<file path="config.mk">
export PLATFORM = sky130hd
export DESIGN_NAME = seq_codes_dec_pipe_flat
export DESIGN_NICKNAME = d
export VERILOG_FILES = /design/src/rtl/seq_codes_dec_pipe_if.sv /design/src/rtl/seq_codes_dec_pipe.sv /design/src/flat_wrapper.sv
export SDC_FILE = /design/constraint.sdc
export NUM_CORES = 1
export LEC_CHECK = 0
export CAP_MARGIN = 15
export CORE_ASPECT_RATIO = 0.75
export CORE_UTILIZATION = 49
export DETAILED_ROUTE_END_ITERATION = 6
export HOLD_SLACK_MARGIN = 0.02
export PLACE_DENSITY = 0.86
export SKIP_CTS_REPAIR_TIMING = 1
export SLEW_MARGIN = 20
export SYNTH_ARGS = -nofsm -noshare
export SYNTH_HDL_FRONTEND = slang
export SYNTH_SLANG_ARGS = --single-unit
</file>
<file path="constraint.sdc">
create_clock -name clk -period 2.3 [get_ports clk]
set_input_delay 0.46 -clock clk [delete_from_list [all_inputs] [get_ports clk]]
set_output_delay 0.46 -clock clk [all_outputs]
set_load 0.05 [all_outputs]
</file>
<file path="src/rtl/seq_codes_dec_pipe_if.sv">
// Handshake bundle for seq_codes_dec_pipe: a code/mode input channel and a
// decoded-result output channel, both val/rdy.
interface seq_codes_dec_pipe_if #(
    parameter int nbits = 2,
    parameter int nouts = 2 ** nbits
);
    // A transfer happens on a rising edge where val && rdy; the sender holds
    // its payload stable until that edge, and rdy never depends on val.
    logic             in_val;
    logic             in_rdy;
    logic [nbits-1:0] in_;
    logic [1:0]       mode;
    logic             out_val;
    logic             out_rdy;
    logic [nouts-1:0] out;
    logic             out_err;
    logic [1:0]       count;

    modport master (
        output in_val, in_, mode, out_rdy,
        input  in_rdy, out_val, out, out_err, count
    );

    modport slave (
        input  in_val, in_, mode, out_rdy,
        output in_rdy, out_val, out, out_err, count
    );
endinterface

</file>
<file path="src/rtl/seq_codes_dec_pipe.sv">
// Binary-code decoder with four decode modes, decoding at enqueue time into a
// 2-entry val/rdy output queue; out-of-range codes are flagged with out_err.
module seq_codes_dec_pipe #(
    parameter int nbits = 2,
    parameter int nouts = 2 ** nbits
) (
    input  logic               clk,
    input  logic               reset,
    seq_codes_dec_pipe_if.slave io
);
    if (nbits < 1 || nbits > 8 || nouts < 2 || nouts > (1 << nbits)) begin : g_bad_params
        $error("seq_codes_dec_pipe: illegal nbits/nouts combination");
    end

    // Codes are widened by one bit so nouts itself and nouts-1-k are representable.
    typedef logic [nbits:0] code_t;
    localparam code_t NOUTS_W = code_t'(nouts);

    logic [nouts-1:0] data_q [2];
    logic [nouts-1:0] data_d [2];
    logic [1:0]       err_q, err_d;
    logic             head_q, head_d;
    logic             tail_q, tail_d;
    logic [1:0]       count_q, count_d;
    logic             started_q, started_d;

    logic             enq, deq;
    code_t            k_ext, rev_k, idx;
    logic [nouts-1:0] dec_val;
    logic             dec_err;

    // started_q keeps in_rdy low while reset is held and for no longer.
    assign io.in_rdy  = started_q && (count_q != 2'd2);
    assign io.out_val = (count_q != 2'd0);
    assign io.out     = io.out_val ? data_q[head_q] : '0;
    assign io.out_err = io.out_val ? err_q[head_q] : 1'b0;
    assign io.count   = count_q;

    assign enq = io.in_val && io.in_rdy;
    assign deq = io.out_val && io.out_rdy;

    always_comb begin
        k_ext   = {1'b0, io.in_};
        rev_k   = NOUTS_W - code_t'(1) - k_ext;
        dec_val = '0;
        dec_err = 1'b0;
        idx     = '0;
        if (k_ext >= NOUTS_W) begin
            dec_err = 1'b1;
        end else begin
            for (int i = 0; i < nouts; i++) begin
                idx = code_t'(i);
                case (io.mode)
                    2'b00:   dec_val[i] = (idx == k_ext);
                    2'b01:   dec_val[i] = (idx <= k_ext);
                    2'b10:   dec_val[i] = (idx != k_ext);
                    default: dec_val[i] = (idx == rev_k);
                endcase
            end
        end
    end

    always_comb begin
        data_d    = data_q;
        err_d     = err_q;
        head_d    = head_q ^ deq;
        tail_d    = tail_q ^ enq;
        count_d   = count_q;
        started_d = 1'b1;
        if (enq) begin
            data_d[tail_q] = dec_val;
            err_d[tail_q]  = dec_err;
        end
        if (enq && !deq) begin
            count_d = count_q + 2'd1;
        end else if (!enq && deq) begin
            count_d = count_q - 2'd1;
        end
    end

    always_ff @(posedge clk or negedge reset) begin
        if (!reset) begin
            data_q[0] <= '0;
            data_q[1] <= '0;
            err_q     <= '0;
            head_q    <= 1'b0;
            tail_q    <= 1'b0;
            count_q   <= 2'd0;
            started_q <= 1'b0;
        end else begin
            data_q[0] <= data_d[0];
            data_q[1] <= data_d[1];
            err_q     <= err_d;
            head_q    <= head_d;
            tail_q    <= tail_d;
            count_q   <= count_d;
            started_q <= started_d;
        end
    end
endmodule

</file>
<file path="src/flat_wrapper.sv">
// flat-port wrapper written by rule: the top's interface ports become plain ports
module seq_codes_dec_pipe_flat 
#(
    parameter int nbits = 2,
    parameter int nouts = 2 ** nbits
)
  (clk, reset, io_in_val, io_in_, io_mode, io_out_rdy, io_in_rdy, io_out_val, io_out, io_out_err, io_count);
  seq_codes_dec_pipe_if #(.nbits(nbits), .nouts(nouts)) io_i ();
  input  logic clk;
  input  logic reset;
  input wire logic [$bits(io_i.in_val)-1:0] io_in_val;
  input wire logic [$bits(io_i.in_)-1:0] io_in_;
  input wire logic [$bits(io_i.mode)-1:0] io_mode;
  input wire logic [$bits(io_i.out_rdy)-1:0] io_out_rdy;
  output wire logic [$bits(io_i.in_rdy)-1:0] io_in_rdy;
  output wire logic [$bits(io_i.out_val)-1:0] io_out_val;
  output wire logic [$bits(io_i.out)-1:0] io_out;
  output wire logic [$bits(io_i.out_err)-1:0] io_out_err;
  output wire logic [$bits(io_i.count)-1:0] io_count;
  assign io_i.in_val = io_in_val;
  assign io_i.in_ = io_in_;
  assign io_i.mode = io_mode;
  assign io_i.out_rdy = io_out_rdy;
  assign io_in_rdy = io_i.in_rdy;
  assign io_out_val = io_i.out_val;
  assign io_out = io_i.out;
  assign io_out_err = io_i.out_err;
  assign io_count = io_i.count;
  seq_codes_dec_pipe #(.nbits(nbits), .nouts(nouts)) u_core (.clk(clk), .reset(reset), .io(io_i));
endmodule
</file>
# Word-level counts from Yosys, hierarchy flattened
# Index checks and enable logic that the tools add are counted.
# classes
n_eq_ne,12
muxes,18
n_bitwise,6
n_reduce_logical,15
order_cmp,9
n_addsub,3
# ops
cell,count
two-way mux 4 bit,5
one-hot mux 1 bit (3 select lines),4
bitwise mux 8 bit,1
logical AND 1 bit,7
"== test 2 x 3 -> 1 bit, first input constant",2
nonzero test 2 bit,3
demux 4 bit (select 1 bit),1
"== test 2 bit, first input constant",2
">= comparator 2 bit, second input constant",2
"less-or-equal comparator 2 bit, first input constant",2
logical NOT 2 bit,2
"< comparator 1 x 2 -> 1 bit, second input constant",2
two-way mux 1 bit,4
two-way mux 2 bit,2
"inequality test 2 bit, first input constant",2
NOT 1 -> 2 bit,2
"== test 1 x 3 -> 1 bit, first input constant",1
logical NOT 3 bit,1
"subtractor 2 x 2 -> 3 bit, first input constant",1
"adder 2 x 1 -> 2 bit, second input constant",1
AND 2 bit,1
"== test 1 x 2 -> 1 bit, first input constant",1
"== test 2 x 1 -> 1 bit, second input constant",1
"== test 2 bit, second input constant",1
10 further kinds,12
# totals
output_inout_bits,9
reg_bits,15

# Depth between registers and ports, before layout
# depth
word_depth,7
mapped_depth,6

# Worst setup path after synthesis
# No wires, ideal clock.
# synth_timing
path_type,flip-flop to output port
startpoint,register u_core.count_q[0] (netlist: u_core.io.count[0])
endpoint,output io_out[0]
arrival_time_ns,1.587
path_buffers,0
stages_incl_launch_ff,3
setup_slack_ns,0.253
path_cell_list,dfrtp_1 > nor2_1 > nor2_1
# synth_between
elab_chain_len,2
# synth_lines
item,line_no,source
from (decl),seq_codes_dec_pipe.sv:24,"logic [1:0] count_q, count_d;"
from (signal assigned),seq_codes_dec_pipe.sv:96,count_q <= count_d;
nonzero test 2 bit,seq_codes_dec_pipe.sv:34,assign io.out_val = (count_q != 2'd0);
two-way mux 4 bit,seq_codes_dec_pipe.sv:35,assign io.out = io.out_val ? data_q[head_q] : '0;
to (decl),flat_wrapper.sv:17,output wire logic [$bits(io_i.out)-1:0] io_out;
# Every way passes these cells.

# Worst setup path in the final report
# layout_timing
startpoint,register u_core.count_q[0] (netlist: u_core.io.count[0])
endpoint,output io_count[0]
# layout_rtl
item,line_no,source
to (decl),flat_wrapper.sv:19,output wire logic [$bits(io_i.count)-1:0] io_count;
# No word-level cell between the ends.

==> impl_results.md <==
- Wirelength per Cell: 14.45 um
- WS Path Type: reg2out
- Pwr/cell area: 1435 mW/mm^2
- Synth unique cells: 29
- Avg Vias per Cell: 5.281
- Reg2reg setup slack: 0.45 ns
- Fin. max-slew vios: 0
- DRC Markers: 0
- DRT Wirelength: 1748 um
- Worst-margin pin slew: 0.6648 ns
- Post-layout minimum cycle time: 2.075 ns
- Row Count: 12
- Critical Path Max Stage Delay: 0.85 ns
- Largest delay share family, worst path: buffers and inverters
- Hold Crit Start: u_core.tail_q$_DFF_PN0_
- Reg2Reg Capture Point: u_core.data_q[6]$_DFFE_PN0P_
- Pin count of the biggest net entering global routing: 16
- RePlAce Congestion: 0.7349
- CTS sink cnt: 15
- YS warnings: 0
- Slew margin rel.: 55.54%
- Initial antenna violation count: 0
- Post-synth EDFFs: 0
- CP arrival: 1.62 ns
- Leak pwr: 0.5534 nW
- Via count: 639
- Outcome: complete, no violations
- CTS root buf: clkbuf_4
- Final setup fails: 0
- Initial Utilization: 54.94%
- Die Wd: 50.08 um
- Area of the die: 0.001906 mm^2
- Aggregate global-route resource usage: 22.59%
- Worst Setup End Kind: primary output
- CP max FO: 6
- Reg2Reg Depth: 5
- Worst path bufs/invs: 1
- Worst skew pair latency: 0.29 ns
- Post-route antenna net violation count: 0
- Final HPWL DP: 1299 um
- Synthesized flop and latch total: 15
- Syn avg cell area: 9.879 um^2
- WP data required: 1.84 ns
- CTS buffer count: 3
- Worst Hold Depth: 1
- Most frequent cell after synthesis: dfrtp_1
- Post-DP Area: 997.2 um^2
- Max Root-Sink Buffers: 2
- Fin crit share: 90.24%
- Ys flop type: dfrtp_1
- Hold Path Class: reg2reg
- Crit-path cells: clkdlybuf4s50_1
- # IOs: 17
- Post-synth design cell area: 849.6 um^2
- Sequential area share after synthesis: 44.18%
- Crit path launch type: flip-flop
- Final net count: 112
- Post-Syn Instances: 86
- Syn-to-layout area delta: 22.83%
- Area contributors post-synth: dfrtp_1 (44%), mux2i_1 (7.1%), nor2_1 (5.3%)
- Layout cell share with drive strength beyond 1: 10.00%
- Die height: 38.06 um
- Unrepaired setup endpoints after global routing: false
- RR Startpoint: u_core.io.count[0]$_DFFE_PN0P_
- N_diodes: 0
- CTS tree: built
- Peak supply drop: 0.9178 mV
- # Max-Cap Violations: 0
- Syn Nets: 97
- Worst Hold End: u_core.err_q[1]$_DFFE_PN0P_
- Pre-antenna DRT Iters: 4
- Synth top area share: 44.18%
- H-tree depth: 1
- Final Instance Area: 0.001044 mm^2
- Final Skew: 0.005552 ns
- Clk slew on worst S/H paths: 0.09 ns
- First-pass GRT wire length: 2960 um
- Initial DRC Count: 11
- Final number of hold-violating endpoints: 0
- Asr flop ratio synth: 100.0%
- Number of global-route vias before repair: 626
- Power Total: 1.497 mW
- Core area: 0.001546 mm^2
- Post-synth top cells: dfrtp_1 (15), nor2_1 (12), inv_1 (7), mux2i_1 (6)
- Congestion Overflow GR: 0
- Fmax: 481.8 MHz
- PortBufs: 16
- Top cell type by total area after synthesis: dfrtp_1
- Critical path's slowest cell: clkdlybuf4s50_1
## routing by layer
layer / GRT usage, % / vias up / part of all wire, %
li1: - / 317 / -
met1: 26.63 / 307 / 43
met2: 40.00 / 13 / 52
met3: 7.143 / 2 / 3.5
met4: 6.429 / 0 / 0.97
met5: 0 / - / 0
## kinds of logic (layout without fill, tap and decap cells)
kind of cell / Yosys count / after routing / share of synthesized area, %
and+or+nand+nor: 26 / 26 / 14.58
AOI/OAI and AO/OA: 16 / 16 / 14.43
DFF: 15 / 15 / 44.18
buffers and inverters: 13 / 27 / 7.658
muxes: 7 / 7 / 8.836
adders and majority gates: 4 / 4 / 5.744
xor gates and xnor gates: 4 / 4 / 4.124
other: 1 / 1 / 0.4414
## worst max path at each step
stage	startpoint	endpoint	slack, ns	depth (start not counted)
after floorplan	u_core.io.count[0]$_DFFE_PN0P_	io_out[0]	0.25	2
after global placement	u_core.io.count[0]$_DFFE_PN0P_	io_out[1]	0.24	3
after detailed placement	u_core.io.count[0]$_DFFE_PN0P_	io_out[2]	0.21	3
after CTS	u_core.io.count[0]$_DFFE_PN0P_	io_out[1]	-0.13	3
after global routing	u_core.io.count[0]$_DFFE_PN0P_	io_count[0]	0.16	1
final	u_core.io.count[0]$_DFFE_PN0P_	io_count[0]	0.22	1
## flip-flops by register name, summed over array words and instances, names as in the netlist
signal            cells
u_core.data_q         8
u_core.head_q         1
u_core.started_q      1
u_core.tail_q         1
u_core.err_q          2
u_core.io.count       2
## power breakdown
part	internal [mW]	total, mW	switching (mW)
logic	0.328	0.861	0.533
clock network	0.0676	0.154	0.0867
registers	0.373	0.481	0.109
## layout make-up
cell class / instances / area [um^2]
flip-flops and latches: 15 / 375.4
well taps: 21 / 26.28
fillers: 131 / 503.0
repair buffers: 16 / 177.7
inverters: 7 / 26.28
clock buffers: 4 / 26.28
multi-input cells: 58 / 411.6
## placed cells by master, fill, tap and decap left out, types with 2 or more instances in the layout
cell,count
a31o_2,2
inv_1,7
ha_1,3
xor2_1,2
mux2i_1,6
clkbuf_4,3
o31ai_1,2
xnor2_1,2
dlymetal6s2s_1,7
dfrtp_1,15
nor2b_1,4
clkdlybuf4s50_1,9
a221oi_1,2
nand2_1,4
o211ai_1,2
a21boi_0,2
nor2_1,11
o22ai_1,2
nand2b_1,3
a21oi_2,2
## metrics by stage
stage	hold slack (ns)	TNS [ns]	utilization [%]	setup WS, ns	std cells
global route	0.5551	0	67.48	0.1628	121
global placement	0.4675	0	64.48	0.2448	117
floorplan	0.1644	0	-	0.2530	86
CTS	0.5210	-0.6994	66.18	-0.1265	121
finish	0.5000	0	67.48	0.2245	121
detailed placement	0.5161	0	64.48	0.2067	117
Power figures use the tool's default switching activity.
